**src/rtl/proc_ctrl_if.sv**
```systemverilog
// Control/status bundle between the TinyRV1 pipeline controller (master) and its datapath (slave).
interface proc_ctrl_if;
    // imemresp_val is valid-only: the datapath has no backpressure, and a response is consumed
    // in the same cycle it is valid (the instruction register loads whenever c2d_reg_en_D is high).
    logic        imemresp_val;
    logic [31:0] d2c_inst;
    logic        d2c_eq;
    logic        c2d_imemreq_val;
    logic        c2d_reg_en_F;
    logic        c2d_reg_en_D;
    logic [1:0]  c2d_pc_sel_F;
    logic [1:0]  c2d_op1_byp_sel_D;
    logic [1:0]  c2d_op2_byp_sel_D;
    logic        c2d_op1_sel_D;
    logic [1:0]  c2d_op2_sel_D;
    logic [1:0]  c2d_alu_fn_X;
    logic        c2d_result_sel_X;
    logic        c2d_rf_wen_W;
    logic [4:0]  c2d_rf_waddr_W;
    logic        illegal_inst;
    logic [31:0] instret;

    modport master (
        input  imemresp_val, d2c_inst, d2c_eq,
        output c2d_imemreq_val, c2d_reg_en_F, c2d_reg_en_D, c2d_pc_sel_F,
               c2d_op1_byp_sel_D, c2d_op2_byp_sel_D, c2d_op1_sel_D, c2d_op2_sel_D,
               c2d_alu_fn_X, c2d_result_sel_X, c2d_rf_wen_W, c2d_rf_waddr_W,
               illegal_inst, instret
    );

    modport slave (
        output imemresp_val, d2c_inst, d2c_eq,
        input  c2d_imemreq_val, c2d_reg_en_F, c2d_reg_en_D, c2d_pc_sel_F,
               c2d_op1_byp_sel_D, c2d_op2_byp_sel_D, c2d_op1_sel_D, c2d_op2_sel_D,
               c2d_alu_fn_X, c2d_result_sel_X, c2d_rf_wen_W, c2d_rf_waddr_W,
               illegal_inst, instret
    );
endinterface

```
**src/rtl/proc_ctrl.sv**
```systemverilog
// Five-stage TinyRV1 pipeline controller: decode, bypass, redirect/squash, writeback control
// and retired-instruction counting.
module proc_ctrl (
    input  logic        clk,
    input  logic        rst,
    proc_ctrl_if.master bus
);
    localparam logic [6:0] OP_REG  = 7'b0110011;
    localparam logic [6:0] OP_IMM  = 7'b0010011;
    localparam logic [6:0] OP_JAL  = 7'b1101111;
    localparam logic [6:0] OP_JALR = 7'b1100111;
    localparam logic [6:0] OP_BR   = 7'b1100011;

    logic [6:0] opcode, funct7;
    logic [2:0] funct3;
    logic [4:0] rs1, rs2, rd;

    assign opcode = bus.d2c_inst[6:0];
    assign rd     = bus.d2c_inst[11:7];
    assign funct3 = bus.d2c_inst[14:12];
    assign rs1    = bus.d2c_inst[19:15];
    assign rs2    = bus.d2c_inst[24:20];
    assign funct7 = bus.d2c_inst[31:25];

    logic is_add, is_mul, is_addi, is_jal, is_jr, is_bne, legal;
    logic uses_rs1, uses_rs2, dec_rf_wen;

    assign is_add   = (opcode == OP_REG) && (funct3 == 3'd0) && (funct7 == 7'd0);
    assign is_mul   = (opcode == OP_REG) && (funct3 == 3'd0) && (funct7 == 7'd1);
    assign is_addi  = (opcode == OP_IMM) && (funct3 == 3'd0);
    assign is_jal   = (opcode == OP_JAL);
    assign is_jr    = (opcode == OP_JALR) && (funct3 == 3'd0);
    assign is_bne   = (opcode == OP_BR) && (funct3 == 3'd1);
    assign legal    = is_add | is_mul | is_addi | is_jal | is_jr | is_bne;
    assign uses_rs1 = is_add | is_mul | is_addi | is_jr | is_bne;
    assign uses_rs2 = is_add | is_mul | is_bne;
    assign dec_rf_wen = (is_add | is_mul | is_addi | is_jal | is_jr) && (rd != 5'd0);

    logic       val_D;
    logic       val_X, rf_wen_X, is_bne_X, result_sel_X;
    logic [4:0] rd_X;
    logic [1:0] alu_fn_X;
    logic       val_M, rf_wen_M;
    logic [4:0] rd_M;
    logic       val_W, rf_wen_W;
    logic [4:0] rd_W;
    logic [31:0] instret_q;

    logic bne_taken, jump_D, val_X_next, val_D_next;

    // A taken branch in X outranks everything younger, including a jump sitting in D.
    assign bne_taken  = val_X & is_bne_X & ~bus.d2c_eq;
    assign jump_D     = val_D & (is_jal | is_jr);
    assign val_X_next = val_D & legal & ~bne_taken;
    assign val_D_next = bus.imemresp_val & ~bne_taken & ~jump_D;

    always_ff @(posedge clk or posedge rst) begin
        if (rst) begin
            val_D        <= 1'b0;
            val_X        <= 1'b0;
            rf_wen_X     <= 1'b0;
            is_bne_X     <= 1'b0;
            result_sel_X <= 1'b0;
            rd_X         <= 5'd0;
            alu_fn_X     <= 2'd0;
            val_M        <= 1'b0;
            rf_wen_M     <= 1'b0;
            rd_M         <= 5'd0;
            val_W        <= 1'b0;
            rf_wen_W     <= 1'b0;
            rd_W         <= 5'd0;
            instret_q    <= 32'd0;
        end else begin
            val_D        <= val_D_next;
            val_X        <= val_X_next;
            rf_wen_X     <= dec_rf_wen;
            is_bne_X     <= is_bne;
            rd_X         <= rd;
            alu_fn_X     <= (val_X_next && is_bne) ? 2'd1 : 2'd0;
            result_sel_X <= val_X_next & is_mul;
            val_M        <= val_X;
            rf_wen_M     <= rf_wen_X;
            rd_M         <= rd_X;
            val_W        <= val_M;
            rf_wen_W     <= rf_wen_M;
            rd_W         <= rd_M;
            if (val_W) instret_q <= instret_q + 32'd1;
        end
    end

    // Youngest producer wins; x0 and unused operands always read the register file.
    always_comb begin
        bus.c2d_op1_byp_sel_D = 2'd0;
        if (val_D && uses_rs1 && rs1 != 5'd0) begin
            if (val_X && rf_wen_X && rd_X == rs1)      bus.c2d_op1_byp_sel_D = 2'd1;
            else if (val_M && rf_wen_M && rd_M == rs1) bus.c2d_op1_byp_sel_D = 2'd2;
            else if (val_W && rf_wen_W && rd_W == rs1) bus.c2d_op1_byp_sel_D = 2'd3;
        end
    end

    always_comb begin
        bus.c2d_op2_byp_sel_D = 2'd0;
        if (val_D && uses_rs2 && rs2 != 5'd0) begin
            if (val_X && rf_wen_X && rd_X == rs2)      bus.c2d_op2_byp_sel_D = 2'd1;
            else if (val_M && rf_wen_M && rd_M == rs2) bus.c2d_op2_byp_sel_D = 2'd2;
            else if (val_W && rf_wen_W && rd_W == rs2) bus.c2d_op2_byp_sel_D = 2'd3;
        end
    end

    always_comb begin
        bus.c2d_pc_sel_F = 2'd0;
        if (bne_taken)   bus.c2d_pc_sel_F = 2'd3;
        else if (jump_D) bus.c2d_pc_sel_F = is_jal ? 2'd1 : 2'd2;
    end

    always_comb begin
        bus.c2d_op2_sel_D = 2'd0;
        if (val_D && is_addi)                bus.c2d_op2_sel_D = 2'd1;
        else if (val_D && (is_jal | is_jr))  bus.c2d_op2_sel_D = 2'd2;
    end

    assign bus.c2d_imemreq_val  = ~rst;
    assign bus.c2d_reg_en_F     = ~rst & (bne_taken | jump_D | bus.imemresp_val);
    assign bus.c2d_reg_en_D     = ~rst & bus.imemresp_val;
    assign bus.c2d_op1_sel_D    = val_D & (is_jal | is_jr);
    assign bus.c2d_alu_fn_X     = alu_fn_X;
    assign bus.c2d_result_sel_X = result_sel_X;
    assign bus.c2d_rf_wen_W     = val_W & rf_wen_W;
    assign bus.c2d_rf_waddr_W   = rd_W;
    assign bus.illegal_inst     = val_D & ~legal;
    assign bus.instret          = instret_q;
endmodule

```
**src/flat_wrapper.sv**
```systemverilog
// flat-port wrapper written by rule: the top's interface ports become plain ports
module proc_ctrl_flat 
  (clk, rst, bus_imemresp_val, bus_d2c_inst, bus_d2c_eq, bus_c2d_imemreq_val, bus_c2d_reg_en_F, bus_c2d_reg_en_D, bus_c2d_pc_sel_F, bus_c2d_op1_byp_sel_D, bus_c2d_op2_byp_sel_D, bus_c2d_op1_sel_D, bus_c2d_op2_sel_D, bus_c2d_alu_fn_X, bus_c2d_result_sel_X, bus_c2d_rf_wen_W, bus_c2d_rf_waddr_W, bus_illegal_inst, bus_instret);
  proc_ctrl_if bus_i ();
  input  logic clk;
  input  logic rst;
  input wire logic [$bits(bus_i.imemresp_val)-1:0] bus_imemresp_val;
  input wire logic [$bits(bus_i.d2c_inst)-1:0] bus_d2c_inst;
  input wire logic [$bits(bus_i.d2c_eq)-1:0] bus_d2c_eq;
  output wire logic [$bits(bus_i.c2d_imemreq_val)-1:0] bus_c2d_imemreq_val;
  output wire logic [$bits(bus_i.c2d_reg_en_F)-1:0] bus_c2d_reg_en_F;
  output wire logic [$bits(bus_i.c2d_reg_en_D)-1:0] bus_c2d_reg_en_D;
  output wire logic [$bits(bus_i.c2d_pc_sel_F)-1:0] bus_c2d_pc_sel_F;
  output wire logic [$bits(bus_i.c2d_op1_byp_sel_D)-1:0] bus_c2d_op1_byp_sel_D;
  output wire logic [$bits(bus_i.c2d_op2_byp_sel_D)-1:0] bus_c2d_op2_byp_sel_D;
  output wire logic [$bits(bus_i.c2d_op1_sel_D)-1:0] bus_c2d_op1_sel_D;
  output wire logic [$bits(bus_i.c2d_op2_sel_D)-1:0] bus_c2d_op2_sel_D;
  output wire logic [$bits(bus_i.c2d_alu_fn_X)-1:0] bus_c2d_alu_fn_X;
  output wire logic [$bits(bus_i.c2d_result_sel_X)-1:0] bus_c2d_result_sel_X;
  output wire logic [$bits(bus_i.c2d_rf_wen_W)-1:0] bus_c2d_rf_wen_W;
  output wire logic [$bits(bus_i.c2d_rf_waddr_W)-1:0] bus_c2d_rf_waddr_W;
  output wire logic [$bits(bus_i.illegal_inst)-1:0] bus_illegal_inst;
  output wire logic [$bits(bus_i.instret)-1:0] bus_instret;
  assign bus_i.imemresp_val = bus_imemresp_val;
  assign bus_i.d2c_inst = bus_d2c_inst;
  assign bus_i.d2c_eq = bus_d2c_eq;
  assign bus_c2d_imemreq_val = bus_i.c2d_imemreq_val;
  assign bus_c2d_reg_en_F = bus_i.c2d_reg_en_F;
  assign bus_c2d_reg_en_D = bus_i.c2d_reg_en_D;
  assign bus_c2d_pc_sel_F = bus_i.c2d_pc_sel_F;
  assign bus_c2d_op1_byp_sel_D = bus_i.c2d_op1_byp_sel_D;
  assign bus_c2d_op2_byp_sel_D = bus_i.c2d_op2_byp_sel_D;
  assign bus_c2d_op1_sel_D = bus_i.c2d_op1_sel_D;
  assign bus_c2d_op2_sel_D = bus_i.c2d_op2_sel_D;
  assign bus_c2d_alu_fn_X = bus_i.c2d_alu_fn_X;
  assign bus_c2d_result_sel_X = bus_i.c2d_result_sel_X;
  assign bus_c2d_rf_wen_W = bus_i.c2d_rf_wen_W;
  assign bus_c2d_rf_waddr_W = bus_i.c2d_rf_waddr_W;
  assign bus_illegal_inst = bus_i.illegal_inst;
  assign bus_instret = bus_i.instret;
  proc_ctrl u_core (.clk(clk), .rst(rst), .bus(bus_i));
endmodule
```
**config.mk**
```make
export PLATFORM = sky130hd
export DESIGN_NAME = proc_ctrl_flat
export DESIGN_NICKNAME = d
export VERILOG_FILES = /design/src/rtl/proc_ctrl_if.sv /design/src/rtl/proc_ctrl.sv /design/src/flat_wrapper.sv
export SDC_FILE = /design/constraint.sdc
export NUM_CORES = 1
export LEC_CHECK = 0
export CORE_ASPECT_RATIO = 1.1
export CORE_MARGIN = 1
export CORE_UTILIZATION = 46
export DETAILED_ROUTE_END_ITERATION = 7
export PLACE_DENSITY = 0.87
export SETUP_SLACK_MARGIN = 0.3
export SYNTH_ARGS = -nofsm -noshare
export SYNTH_HDL_FRONTEND = slang
export SYNTH_SLANG_ARGS = --single-unit
```
**constraint.sdc**
```tcl
create_clock -name clk -period 3.5 [get_ports clk]
set_input_delay 1.05 -clock clk [delete_from_list [all_inputs] [get_ports clk]]
set_output_delay 1.05 -clock clk [all_outputs]
set_load 0.05 [all_outputs]
```
### Word-level counts from Yosys, hierarchy flattened

Index checks and enable logic that the tools add are counted.

| storage, ports and cells | value |
|---|---|
| register bits after elaboration | 58 |
| input bits | 36 |
| output and inout port bits | 54 |
| word-level logic and storage cells | 98 |

| operators by class | value |
|---|---|
| $add $sub $neg | 1 |
| eq/ne operators | 13 |
| mux-type cells | 14 |
| bitwise logic cells | 28 |
| reduce and logical (&&, ||, !) cells | 28 |

Operators with widths:

| operator | number |
|---|---|
| $add 32x1->32 const B | 1 |
| $eq 5x5->1 | 6 |
| $mux 2 | 13 |
| $logic_and 1x1->1 | 23 |
| $eq 7x7->1 const B | 3 |
| $reduce_bool 5->1 | 3 |
| $and 1x1->1 | 12 |
| $or 1x1->1 | 11 |
| $eq 7x1->1 const B | 1 |
| $eq 7x5->1 const B | 1 |
| $eq 7x6->1 const B | 1 |
| $logic_not 7->1 | 1 |
| $not 1->1 | 5 |
| $eq 3x1->1 const B | 1 |
| $logic_not 3->1 | 1 |
| $mux 1 | 1 |

### Logic depth before layout (Yosys ltp)

| logic depth | value |
|---|---|
| word-level depth | 12 |
| depth in mapped cells | 6 |
| gate-level depth less buffers | 5 |

### Worst setup path before layout

OpenSTA, ideal clock, no wires.

| timing | value |
|---|---|
| path type | input to output |
| from | input bus_d2c_inst[30] |
| to | output bus_c2d_op2_byp_sel_D[1] |
| arrival time | 2.919 ns |
| data required time | 2.450 ns |
| slack | -0.469 ns |
| cell stages on the path | 5 |
| buffers on the path | 0 |
| cell sequence | nor4b_1 -> nand4b_1 -> o21ai_0 -> nand2_1 -> a2111oi_2 |

| between the ends | value |
|---|---|
| word-level cells in the longest chain between the ends | 7 |
| elaborated cells between the ends (all ways) | 9 |
| those cells by class | eq/ne: 1; mux: 1; bitwise: 2; reduce/logical: 5 |

RTL lines:

| item | RTL line | RTL |
|---|---|---|
| start: declaration | flat_wrapper.sv:8 | `input wire logic [$bits(bus_i.d2c_inst)-1:0] bus_d2c_inst;` |
| $eq 7x1->1 / $logic_not 7->1 (equally long branches) | proc_ctrl.sv:29, proc_ctrl.sv:28 |  |
| $logic_and 1x1->1, on equally long branches | proc_ctrl.sv:29, proc_ctrl.sv:28 |  |
| $or 1x1->1 * (2 in a row) | proc_ctrl.sv:36 | `assign uses_rs2 = is_add \| is_mul \| is_bne;` |
| $logic_and 1x1->1 * (2 in a row) | proc_ctrl.sv:103 | `if (val_D && uses_rs2 && rs2 != 5'd0) begin` |
| $mux 2 * | proc_ctrl.sv:103 |  |
| end: declaration | flat_wrapper.sv:15 | `output wire logic [$bits(bus_i.c2d_op2_byp_sel_D)-1:0] bus_c2d_op2_byp_sel_D;` |

Mark *: on every way between the ends. The rest lies on a longest branch, timed or not.

### Worst setup path after layout

| timing | value |
|---|---|
| from | input bus_d2c_inst[14] |
| to | output bus_c2d_op1_byp_sel_D[0] |

| between the ends | value |
|---|---|
| word-level cells in the longest chain between the ends | 10 |
| elaborated cells between the ends (all ways) | 15 |
| those cells by class | eq/ne: 1; mux: 1; bitwise: 4; reduce/logical: 9 |

RTL lines:

| item | RTL line | RTL |
|---|---|---|
| $logic_not 3->1 | n/a |  |
| $logic_and 1x1->1 | proc_ctrl.sv:28, proc_ctrl.sv:29 |  |
| $logic_and 1x1->1, on equally long branches | proc_ctrl.sv:28, proc_ctrl.sv:29 |  |
| $or 1x1->1 (3 in a row) | proc_ctrl.sv:35 | `assign uses_rs1 = is_add \| is_mul \| is_addi \| is_jr \| is_bne;` |
| $or 1x1->1 * | proc_ctrl.sv:35 |  |
| $logic_and 1x1->1 * (2 in a row) | proc_ctrl.sv:94 | `if (val_D && uses_rs1 && rs1 != 5'd0) begin` |
| $mux 2 * | proc_ctrl.sv:94 |  |
| end: declaration | flat_wrapper.sv:14 | `output wire logic [$bits(bus_i.c2d_op1_byp_sel_D)-1:0] bus_c2d_op1_byp_sel_D;` |

Marked as above.

==> impl_metrics.csv <==
group,metric,value,unit
clock_tree,insertion_delay,0.34,ns
timing,slew-limit-headroom,0.515,
finish,drive_gt1_frac,0.327,
finish,final_util,0.796,
die,die_w,75.3,um
timing,maxSlewViolCount,0,
placement,pre_cts_slack,-0.548,ns
yosys,synth.most_common_cell,"dfrtp_1",
grt,grt_overflow,0,
timing,post-route-period-util,1.06,
setup_path,path_cells,"buf_6 -> or4_4 -> a221oi_4 -> o211ai_1 -> buf_4 -> nor2_4 -> buf_12",
grt,grt_pass1_wl,13000,um
yosys,syn_nets,284,
setup_path,path_class,"in2out",
setup_path,path_max_fanout,3,
yosys,synth-seq-cells,57,
setup_path,crit_path_start,"bus_d2c_inst[14]",
yosys,ys.flop_type,"dfrtp_1",
timing,hold_ws,0.389,ns
timing,rsz0062_at_grt,"true",
yosys,syn_inst,247,
drt,vias,2591,
grt,antenna_found_initial,0,
clock_tree,cts_buffer_depth,2,
timing,worst_pin_slew,0.721,ns
yosys,async_reset_ff_frac,1.00,
setup_path,reg2reg_from,"u_core.bus.instret[7]$_DFFE_PP0P_",
die,start_util,0.474,
yosys,synth_top_area_share,0.525,
grt,grt_usage,0.291,
outcome,outcome,"complete, but fails checks",
drt,antenna_left,0,
setup_path,reg2reg_slack,1.61,ns
timing,max_freq,270,MHz
clock_tree,cts_root_buf,"clkbuf_8",
die,coreArea,5730,sq um
power_and_ir_drop,p_per_area,365,nW/um^2
hold_path,min_path_cells,0,
setup_path,worst_path_max_delay_cell,"or4_4",
power_and_ir_drop,leakagePower,1.96,nW
clock_tree,cts_tree,"built",
setup_path,required,2.45,ns
clock_tree,cts_htree_levels,3,
yosys,syn_area,2720,sq um
outcome,violations,"setup timing",
finish,multi_input_area,1490,sq um
drt,vias_per_cell,5.54,
yosys,yosysWarnings,0,
hold_path,min_from,"u_core.rf_wen_X$_DFF_PP0_",
drt,drt_wl_total,8880,um
setup_path,cp-start-kind,"primary input",
finish,fin_nets,423,
clock_tree,postCtsHoldBufs,0,
timing,hold_violations,0,
grt,grt_max_degree,58,
setup_path,reg2reg_depth,5,
setup_path,reg2reg_to,"u_core.bus.instret[20]$_DFFE_PP0P_",
hold_path,whs_endpoint,"u_core.rf_wen_M$_DFF_PP0_",
die,io_pins,90,
clock_tree,cts.sinks,57,
yosys,yosysUniqueCellTypes,37,
timing,worst_slack,-0.199,ns
power_and_ir_drop,peakVddDrop,0.362,mV
drt,drt-initial-drc-count,116,
timing,skew,0.00486,ns
drt,first_pass_iters,4,
die,die_height,82.6,um
clock_tree,path_clk_slew,0.07,ns
yosys,synth_top_area_cell,"dfrtp_1",
finish,seqCellArea,1430,sq um
die,die_area,6220,sq um
yosys,synth_common_cells,"57 x dfrtp_1, 37 x xnor2_1, 24 x xor2_1, 20 x nand2_1, 17 x nor2_1",
setup_path,slowest_delay,0.57,ns
yosys,yosysSeqAreaShare,0.525,
setup_path,cp_data_arrival_time,2.65,ns
hold_path,hold_class,"reg2reg",
drt,drc,0,
timing,period_needed,3.70,ns
placement,place_congestion,0.968,
finish,n_antenna_cell,0,
yosys,synthTopCellsByArea,"dfrtp_1 52%, xnor2_1 12%, xor2_1 7.7%",
placement,dp_hpwl,5620,um
yosys,avgSynthCellArea,11.0,sq um
placement,io_buffers,88,
clock_tree,cts_buffers,9,
die,rows,29,
run,cap_violations,0,
timing,final-setup-viol-count,4,
yosys,synth_edf_count,0,
drt,wl_per_cell,19.0,um
setup_path,cp_num_buf_inv,3,
finish,n_fill_cell,345,
finish,area_growth,68.0,%
setup_path,critPathCaptureType,"output pin",
setup_path,path_delay_family,"simple AND/OR/NAND/NOR gates",
grt,grt_pass1_vias,2739,
-- logic make-up (layout without fill, tap and decap cells) --
group                    Yosys count  count (layout)  share of synthesized area
AND/OR/NAND/NOR                  103             103                      0.209
buffers and inverters              8             152                     0.0134
adder cells (fa/ha/maj)            1               1                    0.00460
multiplexers                       1               1                    0.00414
AO/OA/AOI/OAI                     15              15                     0.0456
XOR/XNOR                          61              61                      0.197
flip-flops                        57              57                      0.525
other                              1               1                    0.00138
-- flip-flops by register name, summed over array words and instances, names as in the netlist --
| signal | cells |
|---|---|
| u_core.rf_wen_W | 1 |
| u_core.rf_wen_X | 1 |
| u_core.val_W | 1 |
| u_core.rd_M | 5 |
| u_core.val_M | 1 |
| u_core.val_D | 1 |
| u_core.bus.c2d_result_sel_X | 1 |
| u_core.val_X | 1 |
| u_core.rf_wen_M | 1 |
| u_core.bus.c2d_alu_fn_X | 1 |
| u_core.bus.instret | 32 |
| u_core.bus.c2d_rf_waddr_W | 5 |
| u_core.is_bne_X | 1 |
| u_core.rd_X | 5 |
-- placed cells by master, fill, tap and decap left out, types with 7 or more instances in the layout --
cell type	count
nand2_1	17
buf_4	40
buf_6	11
xnor2_1	37
nor2_1	12
clkbuf_2	7
nand4_1	8
clkbuf_8	9
buf_12	11
dlygate4sd2_1	7
dfrtp_1	57
clkdlybuf4s50_1	49
nand3_1	14
xor2_1	22
-- per-layer routing --
metal | wire (um) | share of wire | track usage | up-vias
li1 | - | - | - | 1145
met1 | 3210 | 0.36 | 0.317 | 1255
met2 | 4610 | 0.52 | 0.495 | 155
met3 | 691 | 0.078 | 0.0692 | 36
met4 | 372 | 0.042 | 0.202 | 0
met5 | 0 | 0 | 0 | -
-- layout make-up --
type | instances | area share
multi-input cells | 182 | 0.326
repair buffers | 131 | 0.282
clock buffers | 9 | 0.0271
well taps | 77 | 0.0211
clock inverters | 7 | 0.0260
inverters | 5 | 0.00493
flip-flops and latches | 57 | 0.313
-- metrics by stage --
step	setup TNS (ns)	cell area (sq um)	std cells	total power [mW]
after floorplan	-0.190	2790	247	0.792
after global placement	-2.98	4110	444	0.902
after detailed placement	-3.37	4110	444	0.909
after CTS	-0.440	4470	465	1.65
after global routing	-0.803	4560	468	1.72
final	-0.574	4560	468	1.67
-- how the worst max path moves through the flow --
stage	to	slack [ns]	cells past startpoint
after floorplan	bus_c2d_op1_byp_sel_D[1]	-0.1	5
after global placement	bus_c2d_op2_byp_sel_D[1]	-0.47	6
after detailed placement	bus_c2d_op2_byp_sel_D[1]	-0.55	6
after CTS	bus_c2d_op1_byp_sel_D[1]	-0.13	7
after global routing	bus_c2d_op1_byp_sel_D[0]	-0.25	8
final	bus_c2d_op1_byp_sel_D[0]	-0.20	7
-- what timing repair did --
action | CTS | global route
setup buffers | 5 | 3
pin swaps | 24 | 17
endpoints found under the setup margin | 11 | 11
gates resized for setup | 83 | 43
-- where the power goes --
group          switching, mW  leakage (nW)  total (mW)  internal, mW
registers             0.0205         0.758       0.693         0.673
clock network          0.276         0.115       0.748         0.472
logic                  0.126          1.09       0.226         0.100
total                  0.422          1.96        1.67          1.25
(Power assumes the default switching activity.)
